$ cat src/rtl/param_register_bank_if.sv
// Bus bundle for param_register_bank: write port, packed read ports,
// debug viewer select/data and sweep status.
interface param_register_bank_if #(
  parameter int DATA_W = 32,
  parameter int ADDR_W = 5,
  parameter int NUM_RD = 2
);
  logic                     iRegWrite;
  logic [ADDR_W-1:0]        iWriteRegister;
  logic [DATA_W-1:0]        iWriteData;
  logic [NUM_RD*ADDR_W-1:0] iReadRegister;
  logic [NUM_RD*DATA_W-1:0] oReadData;
  logic [ADDR_W-1:0]        iDebugSelect;
  logic [DATA_W-1:0]        oDebugData;
  logic                     oReady;
  logic [ADDR_W-1:0]        oClearIdx;

  // Core side (decode/writeback plus viewers) drives indices and write data.
  modport master (
    output iRegWrite, iWriteRegister, iWriteData, iReadRegister, iDebugSelect,
    input  oReadData, oDebugData, oReady, oClearIdx
  );

  // Register bank side.
  modport slave (
    input  iRegWrite, iWriteRegister, iWriteData, iReadRegister, iDebugSelect,
    output oReadData, oDebugData, oReady, oClearIdx
  );
endinterface

$ cat src/rtl/param_register_bank.sv
// Parametrised register bank with combinational read ports, optional
// write-to-read bypass and a one-entry-per-cycle clear sweep after reset.
// While the sweep runs, reads return the post-reset value computed from the
// index, so stale storage contents never leak out.
module param_register_bank #(
  parameter int               DATA_W   = 32,
  parameter int               ADDR_W   = 5,
  parameter int               NUM_RD   = 2,
  parameter bit               ZERO_REG = 1'b1,
  parameter int               SP_INDEX = 29,
  parameter logic [DATA_W-1:0] SP_INIT = 32'h1001_03FC,
  parameter bit               BYPASS   = 1'b1
) (
  input  logic                iCLK,
  input  logic                iCLR,
  param_register_bank_if.slave bus
);

  localparam int DEPTH = 1 << ADDR_W;

  localparam logic [0:0] S_CLEAR = 1'b0;
  localparam logic [0:0] S_READY = 1'b1;

  logic [0:0]        state_q, state_d;
  logic [ADDR_W-1:0] idx_q, idx_d;
  logic [DATA_W-1:0] mem_q [DEPTH];

  logic wr_drop;
  logic sweep_wr;
  logic wr_fire;
  logic byp_hit;

  // Value an entry holds right after the sweep has passed it.
  function automatic logic [DATA_W-1:0] clear_value(input logic [ADDR_W-1:0] a);
    return (int'(a) == SP_INDEX) ? SP_INIT : '0;
  endfunction

  assign wr_drop  = ZERO_REG && (bus.iWriteRegister == '0);
  assign sweep_wr = (state_q == S_CLEAR) && !iCLR;
  // iCLR on the same edge beats a write; writes in CLEAR are simply ignored.
  assign wr_fire  = (state_q == S_READY) && !iCLR && bus.iRegWrite && !wr_drop;
  assign byp_hit  = BYPASS && (state_q == S_READY) && bus.iRegWrite && !wr_drop;

  // Sweep sequencing: walk idx up to DEPTH-1, then settle in READY.
  always_comb begin
    state_d = state_q;
    idx_d   = idx_q;
    if (state_q == S_CLEAR) begin
      if (&idx_q) begin
        state_d = S_READY;
      end else begin
        idx_d = idx_q + ADDR_W'(1);
      end
    end
  end

  // State and sweep index; iCLR (re)starts the sweep from index 0.
  always_ff @(posedge iCLK) begin
    if (iCLR) begin
      state_q <= S_CLEAR;
      idx_q   <= '0;
    end else begin
      state_q <= state_d;
      idx_q   <= idx_d;
    end
  end

  // Storage has a single write port shared by the sweep and normal writes.
  always_ff @(posedge iCLK) begin
    if (sweep_wr) begin
      mem_q[idx_q] <= clear_value(idx_q);
    end else if (wr_fire) begin
      mem_q[bus.iWriteRegister] <= bus.iWriteData;
    end
  end

  generate
    for (genvar gi = 0; gi < NUM_RD; gi++) begin : g_rd
      logic [ADDR_W-1:0] rd_addr;
      logic [DATA_W-1:0] rd_val;

      assign rd_addr = bus.iReadRegister[gi*ADDR_W +: ADDR_W];

      // Read mux: hardwired zero, then sweep value, then bypass, then storage.
      always_comb begin
        rd_val = mem_q[rd_addr];
        if (ZERO_REG && (rd_addr == '0)) begin
          rd_val = '0;
        end else if (state_q == S_CLEAR) begin
          rd_val = clear_value(rd_addr);
        end else if (byp_hit && (rd_addr == bus.iWriteRegister)) begin
          rd_val = bus.iWriteData;
        end
      end

      assign bus.oReadData[gi*DATA_W +: DATA_W] = rd_val;
    end
  endgenerate

  // Viewer port sees committed contents only, never the in-flight write.
  always_comb begin
    bus.oDebugData = mem_q[bus.iDebugSelect];
    if (ZERO_REG && (bus.iDebugSelect == '0)) begin
      bus.oDebugData = '0;
    end else if (state_q == S_CLEAR) begin
      bus.oDebugData = clear_value(bus.iDebugSelect);
    end
  end

  assign bus.oReady    = (state_q == S_READY);
  assign bus.oClearIdx = idx_q;

endmodule
$ cat src/flat_wrapper.sv
// flat-port wrapper written by rule: the top's interface ports become plain ports
module param_register_bank_flat 
#(
  parameter int               DATA_W   = 32,
  parameter int               ADDR_W   = 5,
  parameter int               NUM_RD   = 2,
  parameter bit               ZERO_REG = 1'b1,
  parameter int               SP_INDEX = 29,
  parameter logic [DATA_W-1:0] SP_INIT = 32'h1001_03FC,
  parameter bit               BYPASS   = 1'b1
)
  (iCLK, iCLR, bus_iRegWrite, bus_iWriteRegister, bus_iWriteData, bus_iReadRegister, bus_iDebugSelect, bus_oReadData, bus_oDebugData, bus_oReady, bus_oClearIdx);
  param_register_bank_if #(.DATA_W(DATA_W), .ADDR_W(ADDR_W), .NUM_RD(NUM_RD)) bus_i ();
  input  logic iCLK;
  input  logic iCLR;
  input wire logic [$bits(bus_i.iRegWrite)-1:0] bus_iRegWrite;
  input wire logic [$bits(bus_i.iWriteRegister)-1:0] bus_iWriteRegister;
  input wire logic [$bits(bus_i.iWriteData)-1:0] bus_iWriteData;
  input wire logic [$bits(bus_i.iReadRegister)-1:0] bus_iReadRegister;
  input wire logic [$bits(bus_i.iDebugSelect)-1:0] bus_iDebugSelect;
  output wire logic [$bits(bus_i.oReadData)-1:0] bus_oReadData;
  output wire logic [$bits(bus_i.oDebugData)-1:0] bus_oDebugData;
  output wire logic [$bits(bus_i.oReady)-1:0] bus_oReady;
  output wire logic [$bits(bus_i.oClearIdx)-1:0] bus_oClearIdx;
  assign bus_i.iRegWrite = bus_iRegWrite;
  assign bus_i.iWriteRegister = bus_iWriteRegister;
  assign bus_i.iWriteData = bus_iWriteData;
  assign bus_i.iReadRegister = bus_iReadRegister;
  assign bus_i.iDebugSelect = bus_iDebugSelect;
  assign bus_oReadData = bus_i.oReadData;
  assign bus_oDebugData = bus_i.oDebugData;
  assign bus_oReady = bus_i.oReady;
  assign bus_oClearIdx = bus_i.oClearIdx;
  param_register_bank #(.DATA_W(DATA_W), .ADDR_W(ADDR_W), .NUM_RD(NUM_RD), .ZERO_REG(ZERO_REG), .SP_INDEX(SP_INDEX), .SP_INIT(SP_INIT), .BYPASS(BYPASS)) u_core (.iCLK(iCLK), .iCLR(iCLR), .bus(bus_i));
endmodule
$ cat config.mk
export PLATFORM = sky130hd
export DESIGN_NAME = param_register_bank_flat
export DESIGN_NICKNAME = d
export VERILOG_FILES = /design/src/rtl/param_register_bank_if.sv /design/src/rtl/param_register_bank.sv /design/src/flat_wrapper.sv
export SDC_FILE = /design/constraint.sdc
export NUM_CORES = 2
export LEC_CHECK = 0
export CAP_MARGIN = 10
export CELL_PAD_IN_SITES_DETAIL_PLACEMENT = 0
export CELL_PAD_IN_SITES_GLOBAL_PLACEMENT = 1
export CORE_MARGIN = 4
export CORE_UTILIZATION = 25
export DETAILED_ROUTE_END_ITERATION = 6
export GPL_TIMING_DRIVEN = 0
export PLACE_DENSITY = 0.41
export SLEW_MARGIN = 20
export SYNTH_ARGS = -nofsm -noshare
export SYNTH_HDL_FRONTEND = slang
export SYNTH_SLANG_ARGS = --single-unit
$ cat constraint.sdc
create_clock -name iCLK -period 4.9 [get_ports iCLK]
set_clock_uncertainty 0.1 [all_clocks]
set_input_delay 0.49 -clock iCLK [delete_from_list [all_inputs] [get_ports iCLK]]
set_output_delay 0.49 -clock iCLK [all_outputs]
set_load 0.03 [all_outputs]
==> results.md <==
- Num Clock Sinks: 1030
- Achievable Freq: 199 MHz
- Number of different library cells in the post-synthesis netlist: 72
- Final routed wire length divided by cell count: 53.1 um
- Clock transition at the register clock pins on the worst setup and hold paths after CTS: 0.06 ns
- Total DRC errors in the routed layout: 1
- Slew headroom: 15.0%
- Maximum fanout encountered on the critical timing path: 10
- Cell at the root of the clock tree: clkbuf_16
- Max Cap Violations: 0
- Placed wire-length estimate: 252000 um
- Via count of the routed design: 42739
- Setup-violating endpoint count in the final report: 27
- Post-detailed-placement cell area: 0.0659 mm2
- Total wirelength of the detailed-routed design: 358000 um
- Total power of the final layout: 22.0 mW
- Net total in the final layout: 3684
- Wire length of the first global-routing pass: 448000 um
- Synth async-reset ratio: 0%
- Initial antenna violation count: 27
- Hold Fails Final Rpt: 0
- Number of H-tree levels: 4
- Clock tree from TritonCTS: built
- Setup Slack @ Placement: -0.968 ns
- Insertion delay of the later-clocked pin in the worst-skew pair: 0.81 ns
- CP Launch Type: primary input
- Final estimated routing congestion in global placement: 0.869
- Input/output buffers: 146
- Overall die area: 0.235 mm2
- Number of max-slew violations in the final report: 0
- Final instance area: 0.0706 mm2
- Horizontal die dimension: 484 um
- Fraction of the yosys area taken by sequential cells: 54.4%
- Die extent in y: 484 um
- Maximum clock insertion buffer count: 3
- Crit path max-delay cell type: clkdlybuf4s50_1
- Most common cell after layout, fill and taps aside: edfxtp_1
- GRT Residual Overflow: 0
- All-Layer GR Usage: 29.8%
- Commonest non-fill, non-tap cells in the layout: edfxtp_1 (1024), mux4_2 (707), o22ai_1 (157), nand2_1 (147), clkdlybuf4s50_1 (142)
- Worst slew pin tran: 1.27 ns
- Yosys synthesis warning count: 0
- Netlist area before placement: 0.0567 mm2
- Most repeated library cell on the critical path: clkdlybuf4s50_1
- First-iteration detailed-routing DRC count: 6799
- Via count of the first global-routing pass: 40097
- Signed area change from the synthesized netlist to the final layout: 24.4%
- Fillers: 21955
- RSZ-0062 raised after global routing: no
- Final worst path period share: 103%
- Number of enable-type register cells in the synthesized netlist: 1024
- Delay contributed by the slowest stage of the critical path: 0.80 ns
- Standard-cell rows: 174
- Sort of element at the end of the critical path: primary output
- Data required time of the critical path: 4.31 ns
- Series of cell instances along the critical path: clkdlybuf4s50_1 -> buf_2 -> buf_4 -> clkbuf_2 -> buf_12 -> mux4_2 -> inv_1 -> o21ai_1 -> clkdlybuf4s50_1
- Area of the multi-input gates: 0.0246 mm2
- Total power per unit cell area: 312 mW/mm2
- Flops & latches, synth: 1030
- Mapped Avg Cell Area: 17.8 um2
- Total I/O pin count: 157
- Worst supply voltage drop on vdd: 0.399 mV
- Min cycle time layout: 5.04 ns
- Starting Density: 25.2%
- Fraction of final layout cells sized beyond drive strength 1: 39.9%
- Setup slack of the critical path after layout: -0.136 ns
- Largest net degree at the start of global routing: 33
- Number of instances in the synthesized netlist: 3189
- Tightest Hold Check Type: in2reg
- Routed Antenna Nets: 0
- Failing checks: DRC, setup timing
- Data arrival time of the worst path: 4.45 ns
- Count of TritonRoute iterations in the first routing pass: 7
- Vias per std cell: 6.34
- Run status: finished with violations
- Footprint of the flip-flops and latches: 0.0309 mm2
- Critical path type: in2out
- Synthesized netlist net count: 3247
- Core ar.: 0.225 mm2
- Main synth FF type: edfxtp_1
- Total clock buffers created by CTS: 135
- Leakage power figure: 20.8 nW
[timing repair]
action | CTS | global route
cloned | 0 | 0
endpoints found under the setup margin | 94 | 8
resized for setup | 139 | 7
setup buffers | 3 | 0
hold endpoints to repair | 6 | 0
hold buffers | 1 | 0
pin swaps | 0 | 0
[per-layer routing]
layer	GRT usage, %	share of wire [%]	up-vias
li1	-	-	14942
met1	39.8	41	23713
met2	44.8	44	3347
met3	7.75	9.6	731
met4	14.7	5.5	6
met5	0	0.011	-
[report_power, final]
| part | total (mW) | switching (mW) | internal, mW |
|---|---|---|---|
| sequential | 9.65 | 0.0380 | 9.61 |
| clock | 9.68 | 4.26 | 5.42 |
| combinational | 2.70 | 1.82 | 0.882 |
[critical path, delay by kind of cell]
kind,cells,cell delay [ns]
AO/OA/AOI/OAI,1,0.45
buffers and inverters,7,3.20
multiplexers,1,0.22
[worst paths after layout]
check / slack [ns] / start / depth (start not counted) / to
max: -0.14 / bus_iDebugSelect[2] / 9 / bus_oDebugData[20]
min reg2reg: 0.53 / u_core.bus.oClearIdx[1] / 2 / u_core.bus.oClearIdx[1]
max reg2reg: 0.32 / u_core.bus.oReady / 9 / u_core.mem_q[18][26]
min: 0.49 / iCLR / 3 / u_core.bus.oClearIdx[3]
[through the flow]
stage          util [%]  setup TNS [ns]  hold WS (ns)  cells
3_5_place_dp       29.2          -41.20         0.514   6478
5_1_grt            31.3               0         0.523   6716
3_3_place_gp       27.5        -4408.86         0.500   6327
6_report           31.3           -1.39         0.488   6742
2_1_floorplan         -               0         0.586   3189
4_1_cts            31.2         -0.0225         0.459   6712
[synth_stat cells (4+ instances only)]
library cell / number / share of area, %
o2111ai_1: 5 / 0.077
nor3_1: 17 / 0.15
nand4_1: 6 / 0.066
o22ai_1: 157 / 1.7
mux4_1: 33 / 1.5
o31ai_1: 4 / 0.053
inv_1: 30 / 0.20
a21o_1: 18 / 0.24
nor4b_1: 4 / 0.062
buf_6: 21 / 0.42
nand2b_1: 10 / 0.11
mux2i_1: 88 / 1.6
a221oi_1: 16 / 0.25
buf_8: 7 / 0.19
nand3_1: 41 / 0.36
a32o_1: 14 / 0.25
a31o_1: 5 / 0.077
a2111oi_0: 18 / 0.28
mux2_2: 60 / 1.2
o21ai_1: 27 / 0.24
a22oi_1: 24 / 0.32
a221o_1: 22 / 0.39
nand2_1: 153 / 1.0
o21ai_0: 18 / 0.16
xnor2_1: 11 / 0.17
buf_2: 127 / 1.1
a21oi_1: 44 / 0.39
nor3b_1: 4 / 0.053
nor2_1: 97 / 0.64
nor4_1: 28 / 0.31
o32ai_1: 6 / 0.093
a22o_1: 24 / 0.37
a211o_1: 4 / 0.062
edfxtp_1: 1024 / 54
dfxtp_1: 6 / 0.21
a211oi_1: 25 / 0.33
mux4_2: 707 / 28
buf_4: 28 / 0.37
buf_12: 7 / 0.25
clkbuf_1: 87 / 0.58
and2_1: 29 / 0.32
and3_1: 6 / 0.066
buf_1: 19 / 0.13
a31oi_1: 39 / 0.43
nor2b_1: 29 / 0.32
[cell type report]
| cell class | instances | share of cell area (%) |
|---|---|---|
| Tap cell | 2992 | 5.30 |
| Buffer | 292 | 2.91 |
| Timing Repair Buffer | 304 | 7.17 |
| Clock buffer | 163 | 4.97 |
| Antenna cell | 27 | 0.0957 |
| Inverter | 31 | 0.165 |
| Sequential cell | 1030 | 43.7 |
| Multi-Input combinational cell | 1832 | 34.8 |
| Clock inverter | 71 | 0.855 |
[flip-flops by register name, indices dropped and copies added, names as in the netlist]
register,count
u_core.bus.oClearIdx,5
u_core.bus.oReady,1
u_core.mem_q,1024
[cells by family after synthesis]
logic type	count (synthesis)	share of synthesized area, %
xor gates and xnor gates	13	0.201
muxes	888	32.3
AOI/OAI and AO/OA	489	6.06
and+or+nand+nor	439	3.70
DFF	1030	54.4
buffers and inverters	327	3.25
adders and majority gates	3	0.0662
Power figures use the tool's default switching activity.
